--- src/rtl/muldiv_pkg.sv ---
// Shared types and constants for the iterative multiply/divide sequencer.
package muldiv_pkg;

  localparam int unsigned MULDIV_WIDTH = 32;
  localparam int unsigned CNT_W        = 6;

  typedef enum logic [2:0] {
    IDLE,
    MULT,
    DIV,
    FIX,
    DONE,
    DZERO
  } state_t;

endpackage

--- src/rtl/muldiv_counter.sv ---
// Iteration counter shared by the multiply and divide loops; flags the last step.
module muldiv_counter
  import muldiv_pkg::*;
#(
  parameter int unsigned WIDTH = MULDIV_WIDTH
) (
  input  logic clk,
  input  logic reset,
  input  logic load,
  input  logic enable,
  output logic last
);

  logic [CNT_W-1:0] count;

  always_ff @(posedge clk or negedge reset) begin
    if (!reset) begin
      count <= '0;
    end else if (load) begin
      count <= '0;
    end else if (enable) begin
      count <= count + CNT_W'(1);
    end
  end

  assign last = (count == CNT_W'(WIDTH - 1));

endmodule

--- src/rtl/muldiv_sequencer.sv ---
// Booth multiply / restoring divide engine with its sequencing FSM.
module muldiv_sequencer
  import muldiv_pkg::*;
#(
  parameter int unsigned WIDTH = MULDIV_WIDTH
) (
  input  logic             clk,
  input  logic             reset,
  input  logic             mult_start,
  input  logic             div_start,
  input  logic [WIDTH-1:0] src_a,
  input  logic [WIDTH-1:0] src_b,
  output logic             busy,
  output logic             done,
  output logic             hilo_write,
  output logic             div_zero,
  output logic [WIDTH-1:0] hi_out,
  output logic [WIDTH-1:0] lo_out
);

  localparam int unsigned AW = 2 * WIDTH + 1;

  state_t state, state_nxt;

  // Multiply uses acc as {A, Q, q-1}; divide uses acc[2W-1:0] as {rem, quo}.
  logic [AW-1:0]    acc;
  logic [WIDTH-1:0] opnd;
  logic             neg_q, neg_r;

  logic load_mult, load_div, cnt_en, cnt_last, wr_mult, wr_fix;

  logic [WIDTH-1:0] a_hi, rem, quo, rem_nxt, quo_nxt, q_fix, r_fix;
  logic [WIDTH-1:0] a_mag, b_mag;
  logic [WIDTH:0]   booth_sum, div_trial;
  logic [AW-1:0]    mult_nxt, div_nxt;

  muldiv_counter #(.WIDTH(WIDTH)) u_counter (
    .clk    (clk),
    .reset  (reset),
    .load   (load_mult | load_div),
    .enable (cnt_en),
    .last   (cnt_last)
  );

  always_ff @(posedge clk or negedge reset) begin
    if (!reset) begin
      state <= IDLE;
    end else begin
      state <= state_nxt;
    end
  end

  always_comb begin
    state_nxt  = state;
    load_mult  = 1'b0;
    load_div   = 1'b0;
    cnt_en     = 1'b0;
    wr_mult    = 1'b0;
    wr_fix     = 1'b0;
    busy       = 1'b0;
    done       = 1'b0;
    hilo_write = 1'b0;
    div_zero   = 1'b0;
    case (state)
      IDLE, DONE: begin
        if (state == DONE) begin
          done       = 1'b1;
          hilo_write = 1'b1;
        end
        if (mult_start) begin
          state_nxt = MULT;
          load_mult = 1'b1;
        end else if (div_start && (src_b != '0)) begin
          state_nxt = DIV;
          load_div  = 1'b1;
        end else if (div_start) begin
          state_nxt = DZERO;
        end else begin
          state_nxt = IDLE;
        end
      end
      MULT: begin
        busy   = 1'b1;
        cnt_en = 1'b1;
        if (cnt_last) begin
          wr_mult   = 1'b1;
          state_nxt = DONE;
        end
      end
      DIV: begin
        busy   = 1'b1;
        cnt_en = 1'b1;
        if (cnt_last) begin
          state_nxt = FIX;
        end
      end
      FIX: begin
        busy      = 1'b1;
        wr_fix    = 1'b1;
        state_nxt = DONE;
      end
      DZERO: begin
        done      = 1'b1;
        div_zero  = 1'b1;
        state_nxt = IDLE;
      end
      default: state_nxt = IDLE;
    endcase
  end

  // Booth step: add/sub in W+1 bits so that subtracting the most negative
  // multiplicand cannot overflow; the arithmetic shift then drops the extra bit.
  always_comb begin
    a_hi      = acc[AW-1:WIDTH+1];
    booth_sum = {a_hi[WIDTH-1], a_hi};
    case (acc[1:0])
      2'b01:   booth_sum = {a_hi[WIDTH-1], a_hi} + {opnd[WIDTH-1], opnd};
      2'b10:   booth_sum = {a_hi[WIDTH-1], a_hi} - {opnd[WIDTH-1], opnd};
      default: booth_sum = {a_hi[WIDTH-1], a_hi};
    endcase
    mult_nxt = {booth_sum, acc[WIDTH:1]};
  end

  always_comb begin
    rem       = acc[2*WIDTH-1:WIDTH];
    quo       = acc[WIDTH-1:0];
    div_trial = {rem, quo[WIDTH-1]} - {1'b0, opnd};
    if (div_trial[WIDTH]) begin
      rem_nxt = {rem[WIDTH-2:0], quo[WIDTH-1]};
    end else begin
      rem_nxt = div_trial[WIDTH-1:0];
    end
    quo_nxt = {quo[WIDTH-2:0], ~div_trial[WIDTH]};
    div_nxt = {1'b0, rem_nxt, quo_nxt};
    q_fix   = neg_q ? -quo : quo;
    r_fix   = neg_r ? -rem : rem;
    a_mag   = src_a[WIDTH-1] ? -src_a : src_a;
    b_mag   = src_b[WIDTH-1] ? -src_b : src_b;
  end

  always_ff @(posedge clk or negedge reset) begin
    if (!reset) begin
      acc    <= '0;
      opnd   <= '0;
      neg_q  <= 1'b0;
      neg_r  <= 1'b0;
      hi_out <= '0;
      lo_out <= '0;
    end else begin
      if (load_mult) begin
        acc  <= {{WIDTH{1'b0}}, src_b, 1'b0};
        opnd <= src_a;
      end else if (load_div) begin
        acc   <= {{(WIDTH + 1){1'b0}}, a_mag};
        opnd  <= b_mag;
        neg_q <= src_a[WIDTH-1] ^ src_b[WIDTH-1];
        neg_r <= src_a[WIDTH-1];
      end else if (state == MULT) begin
        acc <= mult_nxt;
      end else if (state == DIV) begin
        acc <= div_nxt;
      end
      if (wr_mult) begin
        hi_out <= mult_nxt[AW-1:WIDTH+1];
        lo_out <= mult_nxt[WIDTH:1];
      end
      if (wr_fix) begin
        hi_out <= r_fix;
        lo_out <= q_fix;
      end
    end
  end

endmodule

--- config.mk ---
export PLATFORM = sky130hd
export DESIGN_NAME = muldiv_sequencer
export DESIGN_NICKNAME = d
export VERILOG_FILES = /design/src/rtl/muldiv_pkg.sv /design/src/rtl/muldiv_counter.sv /design/src/rtl/muldiv_sequencer.sv
export SDC_FILE = /design/constraint.sdc
export NUM_CORES = 1
export LEC_CHECK = 0
export ABC_CLOCK_PERIOD_IN_PS = 6300
export CORE_ASPECT_RATIO = 1.5
export CORE_MARGIN = 8
export CORE_UTILIZATION = 50
export CTS_CLUSTER_SIZE = 20
export DETAILED_ROUTE_END_ITERATION = 8
export GPL_TIMING_DRIVEN = 0
export PLACE_DENSITY = 0.71
export SLEW_MARGIN = 10
export SYNTH_ARGS = -nofsm -noshare
export SYNTH_HDL_FRONTEND = slang
export SYNTH_SLANG_ARGS = --single-unit
--- constraint.sdc ---
create_clock -name clk -period 6.3 [get_ports clk]
set_clock_uncertainty 0.2 [all_clocks]
set_input_delay 0.63 -clock clk [delete_from_list [all_inputs] [get_ports clk]]
set_output_delay 0.63 -clock clk [all_outputs]
set_load 0.02 [all_outputs]
# After elaboration in Yosys (flattened, before gate mapping)
# Cells that the tools add are included.
# Widths: inputs -> output; s select.
# op_classes
add_sub_neg	8
n_eq_ne	10
bitwise	4
muxes	38
n_reduce_logical	12
# op_table
cell	n
$mux 32	11
$mux 65	4
$neg 32->32	4
$pmux 33 s2	1
$add 32x32->33	1
$sub 32x32->33	1
$sub 33x32->33	1
$reduce_bool 32->1	1
$mux 3	5
$mux 1	13
$mux 6	2
$pmux 3 s4	1
$add 6x1->6 const B	1
$eq 3x2->1 const B	2
$eq 3x3->1 const B	2
$eq 6x5->1 const B	1
$reduce_bool 2->1	3
$ne 2x2->1 const B	2
$reduce_and 2->1	2
$reduce_bool 4->1	1
$reduce_or 2->1	2
$eq 3x1->1 const B	1
$logic_not 3->1	1
$reduce_or 3->1	1
7 further kinds	8
# totals
ff_bits	172
inputBits	68
elab_cells	80

# Depth between registers and ports, before layout
# logic_depth
word_depth	7
ltp_mapped	21

# By module
# Synthesis repeated with hierarchy kept, for this count alone.
# unflattened
hier_cells	1991
area_unflattened_um2	15441.1
# modules_own_cells
mod	cells_each	area_per_inst_um2	n_inst	seq_area_each_um2
muldiv_sequencer	1964	15159.5	1	4154.0
muldiv_counter	27	281.5	1	150.1

# Worst setup path before layout
# No wires, ideal clock.
# synth_path
path_kind	register -> register
from	reg opnd[2]
to	reg acc[64]
stages_incl_launch_ff	21
t_arrival_ns	4.354
n_path_buf	1
setup_ns	0.069
period_less_slack_ns	4.623
path_slack_ns	1.677
cell_sequence	dfrtp_1 inv_1 nand4_1 nor4_1 nand2_1 nor3b_1 a31oi_1 xnor2_1 ha_1 clkbuf_1 nand4_1 or2_2 a2111oi_0 a211oi_1 a21o_1 o21ai_1 a211o_1 a21o_1 xnor2_1 or4_1 nand3_1
# synth_via
elab_chain_len	5
elab_cells_between_ends	6
cone_classes	2 x add/sub; 4 x mux
# synth_rtl
element	line_no	text
start: declaration	muldiv_sequencer.sv:27	logic [WIDTH-1:0] opnd;
start signal: assignment	muldiv_sequencer.sv:152	opnd <= src_a;
start signal: assignment	muldiv_sequencer.sv:155	opnd <= b_mag;
$sub 32x32->33 / $add 32x32->33 (equally long branches)	muldiv_sequencer.sv:118, muldiv_sequencer.sv:117	
$pmux 33 s2 *	muldiv_sequencer.sv:116	case (acc[1:0])
$mux 65 *	muldiv_sequencer.sv:158	end else if (state == MULT) begin
$mux 65 *	muldiv_sequencer.sv:153	end else if (load_div) begin
$mux 65 *	muldiv_sequencer.sv:150	if (load_mult) begin
end signal: assignment	muldiv_sequencer.sv:151	acc <= {{WIDTH{1'b0}}, src_b, 1'b0};
end signal: assignment	muldiv_sequencer.sv:154	acc <= {{(WIDTH + 1){1'b0}}, a_mag};
end signal: assignment	muldiv_sequencer.sv:159	acc <= mult_nxt;
end: declaration	muldiv_sequencer.sv:26	logic [AW-1:0] acc;
# Every way passes the cells marked *; elsewhere a longest branch is shown, timed or not.
# A chain may end at the register's enable or synchronous reset.

# Worst setup path in the final report
# layout_path
from	reg acc[0]
to	reg hi_out[31]
# layout_via
elab_chain_len	4
elab_cells_between_ends	5
cone_classes	2 x eq/ne; 3 x mux
# layout_rtl
element	line_no	text
$eq 2x2->1 / $eq 2x1->1 (equally long branches)	muldiv_sequencer.sv:116	
$pmux 33 s2 *	muldiv_sequencer.sv:116	
$mux 32 *	muldiv_sequencer.sv:163	if (wr_mult) begin
$mux 32 *	muldiv_sequencer.sv:167	if (wr_fix) begin
end signal: assignment	muldiv_sequencer.sv:164	hi_out <= mult_nxt[AW-1:WIDTH+1];
end signal: assignment	muldiv_sequencer.sv:168	hi_out <= r_fix;
end: declaration	muldiv_sequencer.sv:17	output logic [WIDTH-1:0] hi_out,
# Every way passes the cells marked *; elsewhere a longest branch is shown, timed or not. The select of a mux whose other input is x is not followed.

==> run metrics <==
status=completed; max_cap viols=0; # fillers=2838; synthesized cell area=0.01526 mm²; top_reg_cell synth=dfrtp_1; clock slew at reported path FFs=0.07 ns; Synth area leaders=dfrtp_1, xnor2_1, nand2_1, ha_1, a21oi_1; Tcrit/Tclk final=0.9453; Final Cell Area=0.01771 mm²; hold endpoint=u_counter.count[0]; area leader, netlist=dfrtp_1; multi-input gate area in the final layout=0.01019 mm²; Gate Count Post-Synth=1973; GR Overflow Total=0; count of different cell masters after synthesis=76; Diodes inserted=0; Crit Path Class=flop to flop; H-Tree Level Count=4; GRT Util Overall=0.3565; die width=158.6 µm; setup ws final=0.3447 ns; Synthesized Nets=2114; pre-CTS setup slack=-0.3135 ns; reg2reg setup slack=0.34 ns; Worst Hold Depth=1; worst reg2reg startpoint=acc[0]; Seq cells post-synth=172; Slew headroom=0.08244; Post-DP Area=0.01713 mm²; initial drt markers=1318; commonest non-fill, non-tap cell in the layout=nand2_1; CP required=6.37 ns; CP max FO=10; r2r endpoint=hi_out[31]; Yosys warning total=0; # DRC=0; CP Launch Type=flop; Least-Margin Pin Slew=1.376 ns; I/O Pins=136; CTS root buffer=clkbuf_16; worst-skew pair later-pin latency=0.47 ns; Reg area=0.004304 mm²; max frequency=167.9 MHz; fin util=0.5874; drt pass-1 iters=7; async set-or-reset flop fraction in the synthesized netlist=1.000; antenna-violating nets left=0; post-CTS setup buffer count=0; Final setup violation count=0; vias in the first global route=16.29k; Post-synth EDFFs=0; CORE AREA=0.03016 mm²; DR vias=16.25k; DRT Wirelength=65450 µm; TritonCTS clock tree=done; Final HPWL DP=50770 µm; initial core utilization=0.5059; first-pass GRT wire length=96450 µm; drt wl/cell=25.76 µm; R2R cell count=18; Vias/cell=6.394; initial antenna violation count=1; most frequent cells in the layout=nand2_1, a21oi_1, dfrtp_1, o21ai_0, nor2_1; Nets=2269; CTS Sinks=172; Critical Path End Type=flop; PortBufs=134; maximum clock insertion buffer count=2; sequential area share after synthesis=0.2821; Area growth syn-to-layout=16.10%; die area=0.03648 mm²; Critical Path AT=6.03 ns; worst hold start=u_counter.count[0]; routability-driven placement congestion ratio=0.9840; hold crit path type=flop to flop; fraction of layout cells with a size suffix above 1=0.03737; row cnt=78; CTS Buf Count=17; Die Y=229.9 µm; Yosys top cell area share=0.2821; Slew Limit Fails=0; Hold Fails Final Rpt=0; minimum clock period=5.955 ns; TNS Setup=0 ns; Mean Syn Cell Area=7.733 µm²; largest net degree at the start of global routing=88
-- repair_timing --
action                     4_1_cts  5_1_grt
gates resized for setup          2        2
hold endpoints to repair         9        0
setup endpoints to repair        6        6
hold buffers                     1        0
-- cell families after synthesis --
logic type                 Yosys count  synth area share
buffers and inverters              197           0.05109
DFF                                172            0.2821
and+or+nand+nor                    616            0.1847
adders and majority gates           73           0.06085
xor gates and xnor gates           206            0.1183
muxes                               34           0.02272
AOI/OAI and AO/OA                  675            0.2803
-- worst max-delay path by stage --
stage,start,endpoint,slack (ns),cells after the start
3_3_place_gp,reset,hi_out[29],-3.06,1
5_1_grt,opnd[2],hi_out[31],-0.08,20
4_1_cts,opnd[2],hi_out[31],0.1,20
6_report,acc[0],hi_out[31],0.34,18
2_1_floorplan,opnd[2],acc[64],1.68,20
3_5_place_dp,opnd[2],hi_out[31],-0.31,20
-- synthesized netlist by cell type (10+ instances only) --
master and instances:
o22ai_1 11, buf_2 11, o21a_1 13, nand4_1 12
a221o_1 11, a21o_1 44, nand3_1 22, o41ai_1 11
clkbuf_1 113, xnor2_1 132, o31ai_1 42, nand2_1 288
o21ai_0 168, a22oi_1 30, nand2b_1 16, o221ai_1 17
o211ai_1 25, buf_1 10, or4_1 21, a31oi_1 49
a21oi_1 175, a211oi_1 11, ha_1 71, or3_1 18
xor2_1 74, nor4_1 11, dfrtp_1 172, nor2b_1 17
nor2_1 141, inv_1 57, nor3_1 20, mux2i_1 29
and3_1 15
-- worst max-delay path, stage by stage, from the launching register on --
cell and delay [ns]:
dfrtp_1 0.44, inv_1 0.14, ha_1 0.16, clkbuf_1 0.39
clkbuf_1 0.57, a31oi_1 0.11, xnor2_1 0.35, ha_1 0.39
a21oi_1 0.30, o211ai_1 0.16, a41o_1 0.30, a211oi_1 0.70
a21o_1 0.27, o21ai_1 0.13, a211o_1 0.31, a21o_1 0.20
xnor2_1 0.30, mux2i_1 0.23, a31oi_1 0.11
-- through the flow --
stage | hold WS (ns) | cells
after CTS | 0.3230 | 2541
after floorplan | 0.1344 | 1973
final | 0.3225 | 2541
after global placement | 0.2942 | 2507
after global routing | 0.3505 | 2541
after detailed placement | 0.3057 | 2508
-- per-layer routing --
layer	vias to the layer above	global-route usage	routed length, µm	share of wire
met5	-	0	16	0.00024
met1	7765	0.3821	23480	0.36
met2	765	0.5969	31860	0.49
met3	284	0.06496	4369	0.067
met4	2	0.2927	5728	0.088
li1	7431	-	-	-
-- cell type report --
type	instances	area share
plain buffers	140	0.03193
inverters	57	0.01208
clock buffers	19	0.02501
multi-input cells	1604	0.5753
well taps	400	0.02825
repair buffers	136	0.07812
clock inverters	13	0.006287
flip-flops and latches	172	0.2430
-- registers in the layout (all words and copies together), names as in the netlist --
| name | flops |
|---|---|
| lo_out | 32 |
| acc | 65 |
| u_counter.count | 6 |
| neg_r | 1 |
| neg_q | 1 |
| hi_out | 32 |
| opnd | 32 |
| state | 3 |
Power is left out: the tool's default activity adds up to more than one toggle a clock period on the data nets, which glitch-free logic cannot reach.
